[src/rtl/vector_pkg.sv]
// vector_pkg: display-list entry layout, op codes and sequencer state encoding
// shared by the list sequencer and the line drawer.
package vector_pkg;
  localparam int COORD_W = 12;
  localparam int Z_W = 6;
  localparam int ENTRY_W = 32;
  localparam int X_LSB = 0;
  localparam int Y_LSB = 12;
  localparam int Z_LSB = 24;
  localparam int OP_LSB = 30;
  typedef enum logic [1:0] {
    OP_NOP = 2'b00,
    OP_JUMP = 2'b01,
    OP_DRAW = 2'b10,
    OP_END = 2'b11
  } op_e;
  typedef enum logic [2:0] {S_IDLE, S_FETCH, S_WAIT, S_EXEC, S_FRAME_WAIT} seq_state_e;
endpackage

[src/rtl/frame_timer.sv]
// frame_timer: saturating cycle counter; expired once it has counted CYCLES-1 since clear.
module frame_timer #(
  parameter int CYCLES = 500000
) (
  input  logic clk,
  input  logic reset,
  input  logic clear,
  output logic expired
);
  localparam int CW = $clog2(CYCLES + 1);
  localparam logic [CW-1:0] LAST = CW'(CYCLES - 1);
  logic [CW-1:0] cnt_q, cnt_d;
  assign expired = cnt_q == LAST;
  always_comb cnt_d = clear ? '0 : expired ? cnt_q : cnt_q + CW'(1);
  always_ff @(posedge clk) cnt_q <= !reset ? '0 : cnt_d;
endmodule

[src/rtl/vector_list_sequencer.sv]
// vector_list_sequencer: replays a display list from list RAM once per frame,
// issuing jump/draw commands to the line drawer on its ready handshake.
module vector_list_sequencer
  import vector_pkg::*;
#(
  parameter int ADDR_W = 10,
  parameter int MIN_FRAME_CYCLES = 500000
) (
  input  logic               clk,
  input  logic               reset,
  input  logic               enable,
  input  logic [ADDR_W-1:0]  list_base,
  output logic               mem_rd,
  output logic [ADDR_W-1:0]  mem_addr,
  input  logic [ENTRY_W-1:0] mem_data,
  output logic [COORD_W-1:0] x,
  output logic [COORD_W-1:0] y,
  output logic [Z_W-1:0]     z,
  output logic               draw,
  output logic               jump,
  input  logic               ready,
  output logic               busy,
  output logic               frame_done,
  output logic               list_overflow
);
  seq_state_e state_q, state_d;
  logic [ADDR_W-1:0] ptr_q, ptr_d;
  logic [ENTRY_W-1:0] entry_q, entry_d;
  logic [COORD_W-1:0] x_q, x_d, y_q, y_d;
  logic [Z_W-1:0] z_q, z_d;
  logic busy_q, busy_d, ovf_q, ovf_d;
  logic timer_clr, expired, go, last;
  op_e op;
  frame_timer #(.CYCLES(MIN_FRAME_CYCLES)) u_timer (
    .clk(clk),
    .reset(reset),
    .clear(timer_clr),
    .expired(expired)
  );
  assign op = op_e'(entry_q[OP_LSB +: 2]);
  // a command issued in the reset cycle would be lost, so the handshake is gated by reset
  assign go = ready & reset;
  assign last = &ptr_q;
  assign mem_addr = ptr_q;
  assign x = x_d;
  assign y = y_d;
  assign z = z_d;
  assign busy = busy_q;
  assign list_overflow = ovf_q;
  always_comb begin
    state_d = state_q;
    ptr_d = ptr_q;
    entry_d = entry_q;
    x_d = x_q;
    y_d = y_q;
    z_d = z_q;
    busy_d = busy_q;
    ovf_d = ovf_q;
    timer_clr = 1'b0;
    mem_rd = 1'b0;
    jump = 1'b0;
    draw = 1'b0;
    frame_done = 1'b0;
    case (state_q)
      S_IDLE:
        if (enable && ready) begin
          ptr_d = list_base;
          timer_clr = 1'b1;
          busy_d = 1'b1;
          state_d = S_FETCH;
        end
      S_FETCH: begin
        mem_rd = 1'b1;
        state_d = S_WAIT;
      end
      S_WAIT: begin
        entry_d = mem_data;
        state_d = S_EXEC;
      end
      S_EXEC:
        if (op == OP_END) state_d = S_FRAME_WAIT;
        else if (op == OP_NOP || go) begin
          jump = op == OP_JUMP;
          draw = op == OP_DRAW;
          if (op != OP_NOP) begin
            x_d = entry_q[X_LSB +: COORD_W];
            y_d = entry_q[Y_LSB +: COORD_W];
            z_d = entry_q[Z_LSB +: Z_W];
          end
          ptr_d = ptr_q + ADDR_W'(1);
          // running off the top of the address space ends the frame like END
          ovf_d = ovf_q | last;
          state_d = last ? S_FRAME_WAIT : S_FETCH;
        end
      S_FRAME_WAIT:
        if (expired && go) begin
          frame_done = 1'b1;
          ptr_d = list_base;
          timer_clr = enable;
          busy_d = enable;
          state_d = enable ? S_FETCH : S_IDLE;
        end
      default: state_d = S_IDLE;
    endcase
  end
  always_ff @(posedge clk)
    if (!reset) begin
      state_q <= S_IDLE;
      ptr_q <= '0;
      entry_q <= '0;
      x_q <= '0;
      y_q <= '0;
      z_q <= '0;
      busy_q <= 1'b0;
      ovf_q <= 1'b0;
    end else begin
      state_q <= state_d;
      ptr_q <= ptr_d;
      entry_q <= entry_d;
      x_q <= x_d;
      y_q <= y_d;
      z_q <= z_d;
      busy_q <= busy_d;
      ovf_q <= ovf_d;
    end
endmodule

[config.mk]
export PLATFORM = sky130hd
export DESIGN_NAME = vector_list_sequencer
export DESIGN_NICKNAME = d
export VERILOG_FILES = /design/src/rtl/vector_pkg.sv /design/src/rtl/frame_timer.sv /design/src/rtl/vector_list_sequencer.sv
export SDC_FILE = /design/constraint.sdc
export NUM_CORES = 1
export LEC_CHECK = 0
export ABC_CLOCK_PERIOD_IN_PS = 5500
export CAP_MARGIN = 20
export CORE_ASPECT_RATIO = 1.2
export CORE_MARGIN = 3
export CORE_UTILIZATION = 40
export CTS_CLUSTER_DIAMETER = 200
export DETAILED_ROUTE_END_ITERATION = 12
export GPL_ROUTABILITY_DRIVEN = 0
export PLACE_DENSITY = 0.76
export SYNTH_ARGS = -nofsm -noshare
export SYNTH_HDL_FRONTEND = slang
export SYNTH_HIERARCHICAL = 1
export SYNTH_SLANG_ARGS = --single-unit
[constraint.sdc]
create_clock -name clk -period 5.5 [get_ports clk]
set_clock_uncertainty 0.05 [all_clocks]
set_input_delay 1.1 -clock clk [delete_from_list [all_inputs] [get_ports clk]]
set_output_delay 1.1 -clock clk [all_outputs]
set_load 0.02 [all_outputs]
Word level (Yosys, flattened, before mapping). Cells that the tools add are included.

Word-level logic and storage cells: 81. Register bits: 96. Output and inout port bits: 46.

Muxes and demuxes: 39. Add/subtract/negate cells: 2. Bitwise logic cells: 4. Equal/unequal tests: 13. Reductions and logical operators: 14.

Operators with widths (number): two-way mux 12 bit (8); two-way mux 10 bit (4); case mux 10 bit (3 select lines) (1); two-way mux 6 bit (4); adder 19 x 1 -> 19 bit (second input constant) (1); equality test 19 bit (second input constant) (1); two-way mux 3 bit (5); case mux 3 bit (5 select lines) (1); two-way mux 1 bit (14); adder 10 x 1 -> 10 bit (second input constant) (1); AND reduction 10 bit (1); AND reduction 3 bit (3); inequality test 2 bit (second input constant) (4); equality test 3 x 2 -> 1 bit (second input constant) (2); AND reduction 5 bit (1); equality test 2 bit (second input constant) (2); case mux 1 bit (2 select lines) (2); nonzero test 2 bit (2); equality test 3 x 1 -> 1 bit (second input constant) (1); equality test 3 bit (second input constant) (1); logical NOT 3 bit (1); inequality test 3 bit (second input constant) (1); nonzero test 3 bit (1); equality test 2 x 1 -> 1 bit (second input constant) (1); 7 further kinds (9).

Depth between registers and ports, before layout. Gate-level depths: netlist (run 1).

Depth in word-level cells: 5. Depth in mapped cells: 12.

Hierarchy. The synthesis (run 1) kept the hierarchy.

Modules (own cells, without submodules): vector_list_sequencer (area each 3444.6 um^2, sequential area each 1541.5 um^2, cells an instance 366, times used 1); frame_timer (area each 1024.7 um^2, sequential area each 380.4 um^2, cells an instance 118, times used 1).

Worst setup path after synthesis (run 1). OpenSTA, ideal clock, no wires.

Path kind: in2out. Start point: in reset. End point: out x[0]. Stages on the path: 5. Path buffers: 2. Slack: 2.302 ns. Arrival time: 2.048 ns. Data required time: 4.350 ns. Path through: buf_2 -> nand3_4 -> a21oi_4 -> buf_6 -> mux2_4.

Cells in the longest elaborated chain, start to end: 5.

RTL lines: from (decl) (RTL line vector_list_sequencer.sv:10) `input logic reset,`; bitwise AND 1 bit (RTL line vector_list_sequencer.sv:42) `assign go = ready & reset;`; logical OR 1 bit (RTL line vector_list_sequencer.sv:82) `else if (op == OP_NOP || go) begin`; two-way mux 12 bit (RTL line vector_list_sequencer.sv:82); two-way mux 12 bit (RTL line vector_list_sequencer.sv:81) `if (op == OP_END) state_d = S_FRAME_WAIT;`; two-way mux 12 bit (RTL line vector_list_sequencer.sv:64) `case (state_q)`; to (decl) (RTL line vector_list_sequencer.sv:16) `output logic [COORD_W-1:0] x,`.

No other way between the ends.

Worst setup path after layout (run 1).
Start point: in ready. End point: out x[3].

Cells in the longest elaborated chain, start to end: 5.

RTL lines: from (decl) (RTL line vector_list_sequencer.sv:21) `input logic ready,`; bitwise AND 1 bit (RTL line vector_list_sequencer.sv:42); logical OR 1 bit (RTL line vector_list_sequencer.sv:82); two-way mux 12 bit (RTL line vector_list_sequencer.sv:82); two-way mux 12 bit (RTL line vector_list_sequencer.sv:81); two-way mux 12 bit (RTL line vector_list_sequencer.sv:64).

No other way between the ends.

==> load_flow_metrics.sql, run 1 <==
INSERT INTO impl_metrics (metric_group, metric, value, unit) VALUES
('drt', 'detail_route.wl_per_cell', '14.5', 'um'),
('drt', 'detail_route.first_pass.iterations', '5', ''),
('critical_path', 'cp_cell_sequence', 'clkdlybuf4s50_1 > nand3_4 > a21oi_4 > buf_12 > mux2_4 > clkdlybuf4s50_1', ''),
('placement', 'detailed_placer_s_ending_hpwl', '7040', 'um'),
('clocking', 'postCtsResizedCells', '0', ''),
('drt', 'detailedRoute.firstIterationViolations', '209', ''),
('drt', 'dr_wl_met2', '4930', 'um'),
('global_route', 'first_pass_grt_wire_length', '17100', 'um'),
('drt', 'drcViolationCount', '0', ''),
('pwr', 'finalPower', '1.53', 'mW'),
('synth', 'avgSynthCellArea', '9.23', 'um^2'),
('critical_path', 'crit_path_max_incr_delay', '650', 'ps'),
('sta', 'report.final.setup_viol', '0', ''),
('clocking', 'clock_tree.root_cell', 'clkbuf_16', ''),
('critical_path', 'cpMaxStageDelayCell', 'clkdlybuf4s50_1', ''),
('drt', 'ant_nets', '0', ''),
('critical_path', 'setup.worst_path.class', 'in -> out', ''),
('placement', 'buffer_ports.inserted', '91', ''),
('layout', 'number_of_antenna_diodes', '0', ''),
('drt', 'routed_wl', '10100', 'um'),
('critical_path', 'critPathMostFrequentCell', 'clkdlybuf4s50_1', ''),
('floorplanning', 'initial_core_util', '0.417', ''),
('clocking', 'tritoncts', 'yes', ''),
('clocking', 'cts_num_sinks', '96', ''),
('floorplanning', 'floorplan.die_area', '12500', 'um^2'),
('global_route', 'maximum_number_of_pins_on_one_net_before_global_route_repair', '83', ''),
('drt', 'detailroute.via_count', '3642', ''),
('sta', 'peak_freq', '215', 'MHz'),
('global_route', 'number_of_antenna_violations_at_the_first_check_in_global_routing', '0', ''),
('critical_path', 'worstPathMaxFanout', '20', ''),
('synth', 'syn_inst', '484', ''),
('sta', 'setup_slack', '842', 'ps'),
('layout', 'design.final.nets', '609', ''),
('floorplanning', 'io-pin-count', '92', ''),
('clocking', 'cts.clk_slew.worst_paths', '60', 'ps'),
('critical_path', 'cp.required', '4350', 'ps'),
('synth', 'postSynthRegisterBits', '96', ''),
('sta', 'worst_slew_pin_slew', '718', 'ps'),
('floorplanning', 'coreArea', '10700', 'um^2'),
('drt', 'routed_via_density', '5.24', ''),
('critical_path', 'timing.critical_path.from_type', 'primary input', ''),
('synth', 'largest_family_of_logic_cells_by_synthesized_area', 'simple AND/OR/NAND/NOR gates', ''),
('synth', 'synth-xor-area-share', '0.0157', ''),
('synth', 'synth_ff_type', 'dfxtp_1', ''),
('sta', 'relative_slew_margins', '0.521', ''),
('clocking', 'post-cts-setup-buffers', '0', ''),
('sta', 'post-route-period-util', '0.847', ''),
('synth', 'synth_sequential_area_ratio', '0.430', ''),
('synth', 'mappedNetlistNets', '532', ''),
('worst_hold_path', 'worstHoldStart', 'entry_q[7]', ''),
('floorplanning', 'num_rows', '41', ''),
('sta', 'rsz0062_at_grt', 'no', ''),
('run_status', 'status', 'complete, no violations', ''),
('global_route', 'grt.overflow.total', '0', ''),
('clocking', 'cts-hold-fix-buffers', '0', ''),
('synth', 'synth_edf_count', '0', ''),
('drt', 'detail_route.wirelength.met1', '4420', 'um'),
('synth', 'muxShareOfSynthArea', '0.103', ''),
('placement', 'place_worst_setup_slack', '850', 'ps'),
('synth', 'synth_simple_gate_area_share', '0.256', ''),
('flow_run', 'cap_viol_max_count', '0', ''),
('sta', 'timing.hold.ws', '416', 'ps'),
('clocking', 'cts_made_buffers', '9', ''),
('sta', 'final-max-slew-violation-count', '0', ''),
('sta', 'report.final.hold_viol_count', '0', ''),
('critical_path', 'cp-end-kind', 'output pin', ''),
('sta', 'setup_total_negative_slack', '0', 'ps'),
('pwr', 'leakagePower', '2.11', 'nW'),
('critical_path', 'cp-startpoint', 'ready', ''),
('synth', 'postSynth.asyncResetShare', '0', ''),
('synth', 'mappedNetlistArea', '4470', 'um^2');
[cell usage in the layout (no fill, tap or decap), drive strengths merged, types with 5 or more instances in the layout]
cell type	instances
dfxtp	96
and3	10
clkbuf	13
nor3	9
nor2	32
o21ai	12
a21oi	18
a31oi	11
nand4	8
clkdlybuf4s50	90
nand3	14
a21boi	38
mux2	30
nand2b	6
nor4	5
nand2	85
xnor2	6
and2	32
[metal layers]
metal	track usage	vias to the layer above
met5	0	-
met4	0.0870	0
met3	0.0269	15
met2	0.286	89
met1	0.207	1700
li1	-	1838
[worst max-delay path: cells and delay by family]
family          cells  cell delay, ps
buf+inv             3            1460
mux                 1             320
compound gates      1             470
simple gates        1             130
[flip-flops by register name, indices dropped and copies added (netlist names)]
register,cells
y_q,12
mem_addr,10
entry_q,32
state_q,3
list_overflow,1
x_q,12
busy,1
z_q,6
u_timer/cnt_q,19
[report_power, final]
| group | total (mW) | switching (mW) | internal, mW |
|---|---|---|---|
| clock | 0.660 | 0.249 | 0.411 |
| sequential | 0.731 | 0.0189 | 0.712 |
| combinational | 0.136 | 0.0653 | 0.0704 |
| total | 1.53 | 0.333 | 1.19 |
[worst paths after layout]
kind                            slack, ps                to  cells past startpoint
worst max-delay path                  840              x[3]                      6
worst min-delay path                  420        entry_q[7]                      2
worst max register to register       2640  u_timer/cnt_q[5]                     11
worst min register to register        420        entry_q[7]                      2
[cells by family (layout without fill, tap and decap cells)]
kind of cell / count (synthesis) / in the layout
compound gates: 98 / 98
xor+xnor: 8 / 8
fa+ha+maj: 2 / 2
buf+inv: 32 / 114
flops: 96 / 96
mux: 31 / 31
simple gates: 217 / 217
[layout make-up]
type                            instances  area (um^2)
Multi-Input combinational cell        356         2390
Clock buffer                           13          250
Sequential cell                        96         1920
Fill cell                             941         4970
Inverter                                4         15.0
Clock inverter                          3         65.1
Timing Repair Buffer                   94          941
Tap cell                              129          161
[metrics by stage]
stage / utilization / cell area, um^2 / cells
floorplan: - / 4470 / 484
global placement: 0.507 / 5430 / 679
detailed placement: 0.507 / 5430 / 679
CTS: 0.536 / 5750 / 695
global route: 0.536 / 5750 / 695
finish: 0.536 / 5750 / 695
[cell usage after synthesis, types with 9 or more instances]
master,number,area (um^2)
dfxtp_1,96,1920
nand2_1,85,319
a21boi_0,38,285
and2_1,32,200
nor2_1,31,116
mux2_4,30,450
clkbuf_1,19,71.3
a21oi_1,17,85.1
nand3_1,12,60.1
o21ai_0,12,60.1
a31oi_1,11,68.8
and3_1,10,62.6
nor3_1,9,45.0
Power figures use the tool's default switching activity.
==> run 2: changes to the inputs <==
--- a/config.mk
+++ b/config.mk
@@ -5,7 +5,7 @@
 export SDC_FILE = /design/constraint.sdc
 export NUM_CORES = 1
 export LEC_CHECK = 0
-export ABC_CLOCK_PERIOD_IN_PS = 5500
+export ABC_CLOCK_PERIOD_IN_PS = 3900
 export CAP_MARGIN = 20
 export CORE_ASPECT_RATIO = 1.2
 export CORE_MARGIN = 3
@@ -13,7 +13,7 @@
 export CTS_CLUSTER_DIAMETER = 200
 export DETAILED_ROUTE_END_ITERATION = 12
 export GPL_ROUTABILITY_DRIVEN = 0
-export PLACE_DENSITY = 0.76
+export PLACE_DENSITY = 0.78
 export SYNTH_ARGS = -nofsm -noshare
 export SYNTH_HDL_FRONTEND = slang
 export SYNTH_HIERARCHICAL = 1
==> constraint.sdc (replaced) <==
create_clock -name clk -period 3.9 [get_ports clk]
set_clock_uncertainty 0.05 [all_clocks]
set_input_delay 0.78 -clock clk [delete_from_list [all_inputs] [get_ports clk]]
set_output_delay 0.78 -clock clk [all_outputs]
set_load 0.02 [all_outputs]
==> load_flow_metrics.sql, run 2 (synthesis results as in run 1) <==
INSERT INTO impl_metrics (metric_group, metric, value, unit) VALUES
('sta', 'min_period', '3630', 'ps'),
('drt', 'dr.max_layer_used', 'met4', ''),
('placement', 'detailed_placer_s_ending_hpwl', '7120', 'um'),
('sta', 'setup_slack', '271', 'ps'),
('critical_path', 'timing.critical_path.from_type', 'register', ''),
('drt', 'detail_route.wl_per_cell', '14.6', 'um'),
('worst_hold_path', 'hold_path.class', 'reg -> reg', ''),
('sta', 'final-max-slew-violation-count', '0', ''),
('global_route', 'first_pass_grt_wire_length', '17000', 'um'),
('clocking', 'clk_path_buf_depth', '2', ''),
('layout', 'layout_common_cells', '96 x dfxtp_1, 90 x clkdlybuf4s50_1, 85 x nand2_1', ''),
('layout', 'filler_cell_count', '957', ''),
('clocking', 'cts.clk_slew.worst_paths', '70', 'ps'),
('critical_path', 'critical_path_arrival', '2800', 'ps'),
('drt', 'dr_wl_met2', '4970', 'um'),
('pwr', 'combPwrFrac', '0.089', ''),
('placement', 'buffer_ports.inserted', '91', ''),
('global_route', 'number_of_antenna_violations_at_the_first_check_in_global_routing', '0', ''),
('floorplanning', 'io-pin-count', '92', ''),
('critical_path', 'cp-end-kind', 'output pin', ''),
('layout', 'final_common_cell', 'dfxtp_1', ''),
('layout', 'registers.top_by_ff_count', 'entry_q', ''),
('clocking', 'post-cts-setup-buffers', '0', ''),
('sta', 'rsz0062_at_grt', 'no', ''),
('sta', 'post-route-period-util', '0.930', ''),
('run_status', 'status', 'complete, no violations', ''),
('floorplanning', 'dieWidth', '102', 'um'),
('floorplanning', 'floorplan.die_area', '12500', 'um^2'),
('layout', 'post_route_cells_drive_above_1_share', '0.120', ''),
('drt', 'detail_route.first_pass.iterations', '4', ''),
('global_route', 'first_global_vias', '3680', ''),
('drt', 'detailroute.via_count', '3711', ''),
('layout', 'number_of_antenna_diodes', '0', ''),
('drt', 'routed_via_density', '5.32', ''),
('floorplanning', 'dieHeight', '122', 'um'),
('critical_path', 'cp.required', '3070', 'ps'),
('sta', 'report.final.hold_viol_count', '0', ''),
('clocking', 'cts_made_buffers', '9', ''),
('placement', 'place_worst_setup_slack', '325', 'ps'),
('sta', 'worst_slew_pin_slew', '737', 'ps'),
('drt', 'route.met3.wl', '533', 'um'),
('floorplanning', 'num_rows', '41', ''),
('pwr', 'leakagePower', '2.13', 'nW'),
('layout', 'regs_by_ff_count', 'entry_q x32, u_timer/cnt_q x19', ''),
('floorplanning', 'initial_core_util', '0.417', ''),
('clocking', 'clock_insertion_delay_worst_skew', '340', 'ps'),
('layout', 'largest_register_ff_count', '32', ''),
('sta', 'report.final.setup_viol', '0', ''),
('global_route', 'grt.overflow.total', '0', ''),
('pwr', 'seq_power_share', '0.473', ''),
('sta', 'peak_freq', '276', 'MHz'),
('layout', 'area_growth', '29.4', '%'),
('clocking', 'clock_tree.root_cell', 'clkbuf_16', ''),
('clocking', 'h-tree-depth', '3', ''),
('pwr', 'power.share.switching', '0.220', ''),
('pwr', 'cellPowerDensity', '377', 'nW/um^2'),
('clocking', 'cts_num_sinks', '96', ''),
('drt', 'ant_nets', '0', ''),
('floorplanning', 'coreArea', '10700', 'um^2'),
('clocking', 'tritoncts', 'yes', ''),
('global_route', 'maximum_number_of_pins_on_one_net_before_global_route_repair', '82', ''),
('global_route', 'groute.usage.overall', '0.169', ''),
('drt', 'routed_wl', '10200', 'um'),
('clocking', 'cts-hold-fix-buffers', '0', ''),
('flow_run', 'cap_viol_max_count', '0', ''),
('sta', 'setup_total_negative_slack', '0', 'ps'),
('critical_path', 'setup.worst_path.class', 'reg -> out', ''),
('layout', 'design.final.nets', '611', ''),
('pwr', 'power_switching', '0.480', 'mW'),
('drt', 'detailedRoute.firstIterationViolations', '107', ''),
('sta', 'relative_slew_margins', '0.509', ''),
('drt', 'drcViolationCount', '0', ''),
('pwr', 'internal_power', '1.70', 'mW'),
('pwr', 'peakVddDrop', '263', 'uV'),
('pwr', 'clock_power_share', '0.438', ''),
('drt', 'detail_route.wirelength.met1', '4480', 'um'),
('layout', 'multi_input_area', '2400', 'um^2'),
('layout', 'final-seq-area', '1920', 'um^2'),
('critical_path', 'worstPathMaxFanout', '7', '');
run 2: changes by cell type in the layout (fill, tap and decap cells not counted):
cell	previous run	this run
ha_1	2	1
clkinv_2	1	2
clkinv_4	0	1
ha_2	0	1
clkbuf_1	3	0
buf_4	2	4
clkbuf_8	1	2
run 2: what timing repair did:
| item | CTS | global route |
|---|---|---|
| endpoints found under the setup margin | 0 | 1 |
| endpoints found under the hold margin | 0 | 0 |
| gates resized for setup | 0 | 1 |
run 2: area by class of cell:
| type | count | area share |
|---|---|---|
| Inverter | 4 | 0.00260 |
| Multi-Input combinational cell | 356 | 0.415 |
| Sequential cell | 96 | 0.332 |
| Clock buffer | 11 | 0.0437 |
| Clock inverter | 5 | 0.0136 |
| Timing Repair Buffer | 96 | 0.165 |
| Tap cell | 129 | 0.0279 |
run 2: worst paths after layout:
path               startpoint                to  slack, ps  depth (start not counted)
max          u_timer/cnt_q[0]        frame_done        270                          8
min                entry_q[8]        entry_q[8]        420                          2
max reg2reg  u_timer/cnt_q[0]  u_timer/cnt_q[5]       1150                         11
min reg2reg        entry_q[8]        entry_q[8]        420                          2
run 2: power by group through the flow:
stage,combinational [mW],clock (mW),sequential (mW)
floorplan,0.0866,0,1.06
global placement,0.190,0,1.05
detailed placement,0.193,0,1.05
CTS,0.194,0.982,1.03
global route,0.211,1.03,1.03
finish,0.193,0.955,1.03
run 2: through the flow:
step	hold slack, ps	total power, mW	utilization	cell area [um^2]	cells
final	416	2.18	0.539	5780	697
after global routing	451	2.27	0.539	5780	697
after CTS	420	2.21	0.539	5780	697
after detailed placement	411	1.25	0.508	5450	681
after global placement	402	1.24	0.508	5450	681
after floorplan	393	1.15	-	4470	484
run 2: layer usage:
layer  vias to the layer above  GRT usage
met5                         -          0
met4                         0     0.0632
met3                        13     0.0355
met2                       104      0.283
met1                      1759      0.213
li1                       1835          -
run 2: worst max-delay path: stages, from the launching register on:
cell             delay, ps
dfxtp_1                460
ha_2                   290
nand4_1                150
nor2_1                 220
nand2_1                140
inv_1                  130
nand4_1                160
nor3_1                 250
clkdlybuf4s50_1        670
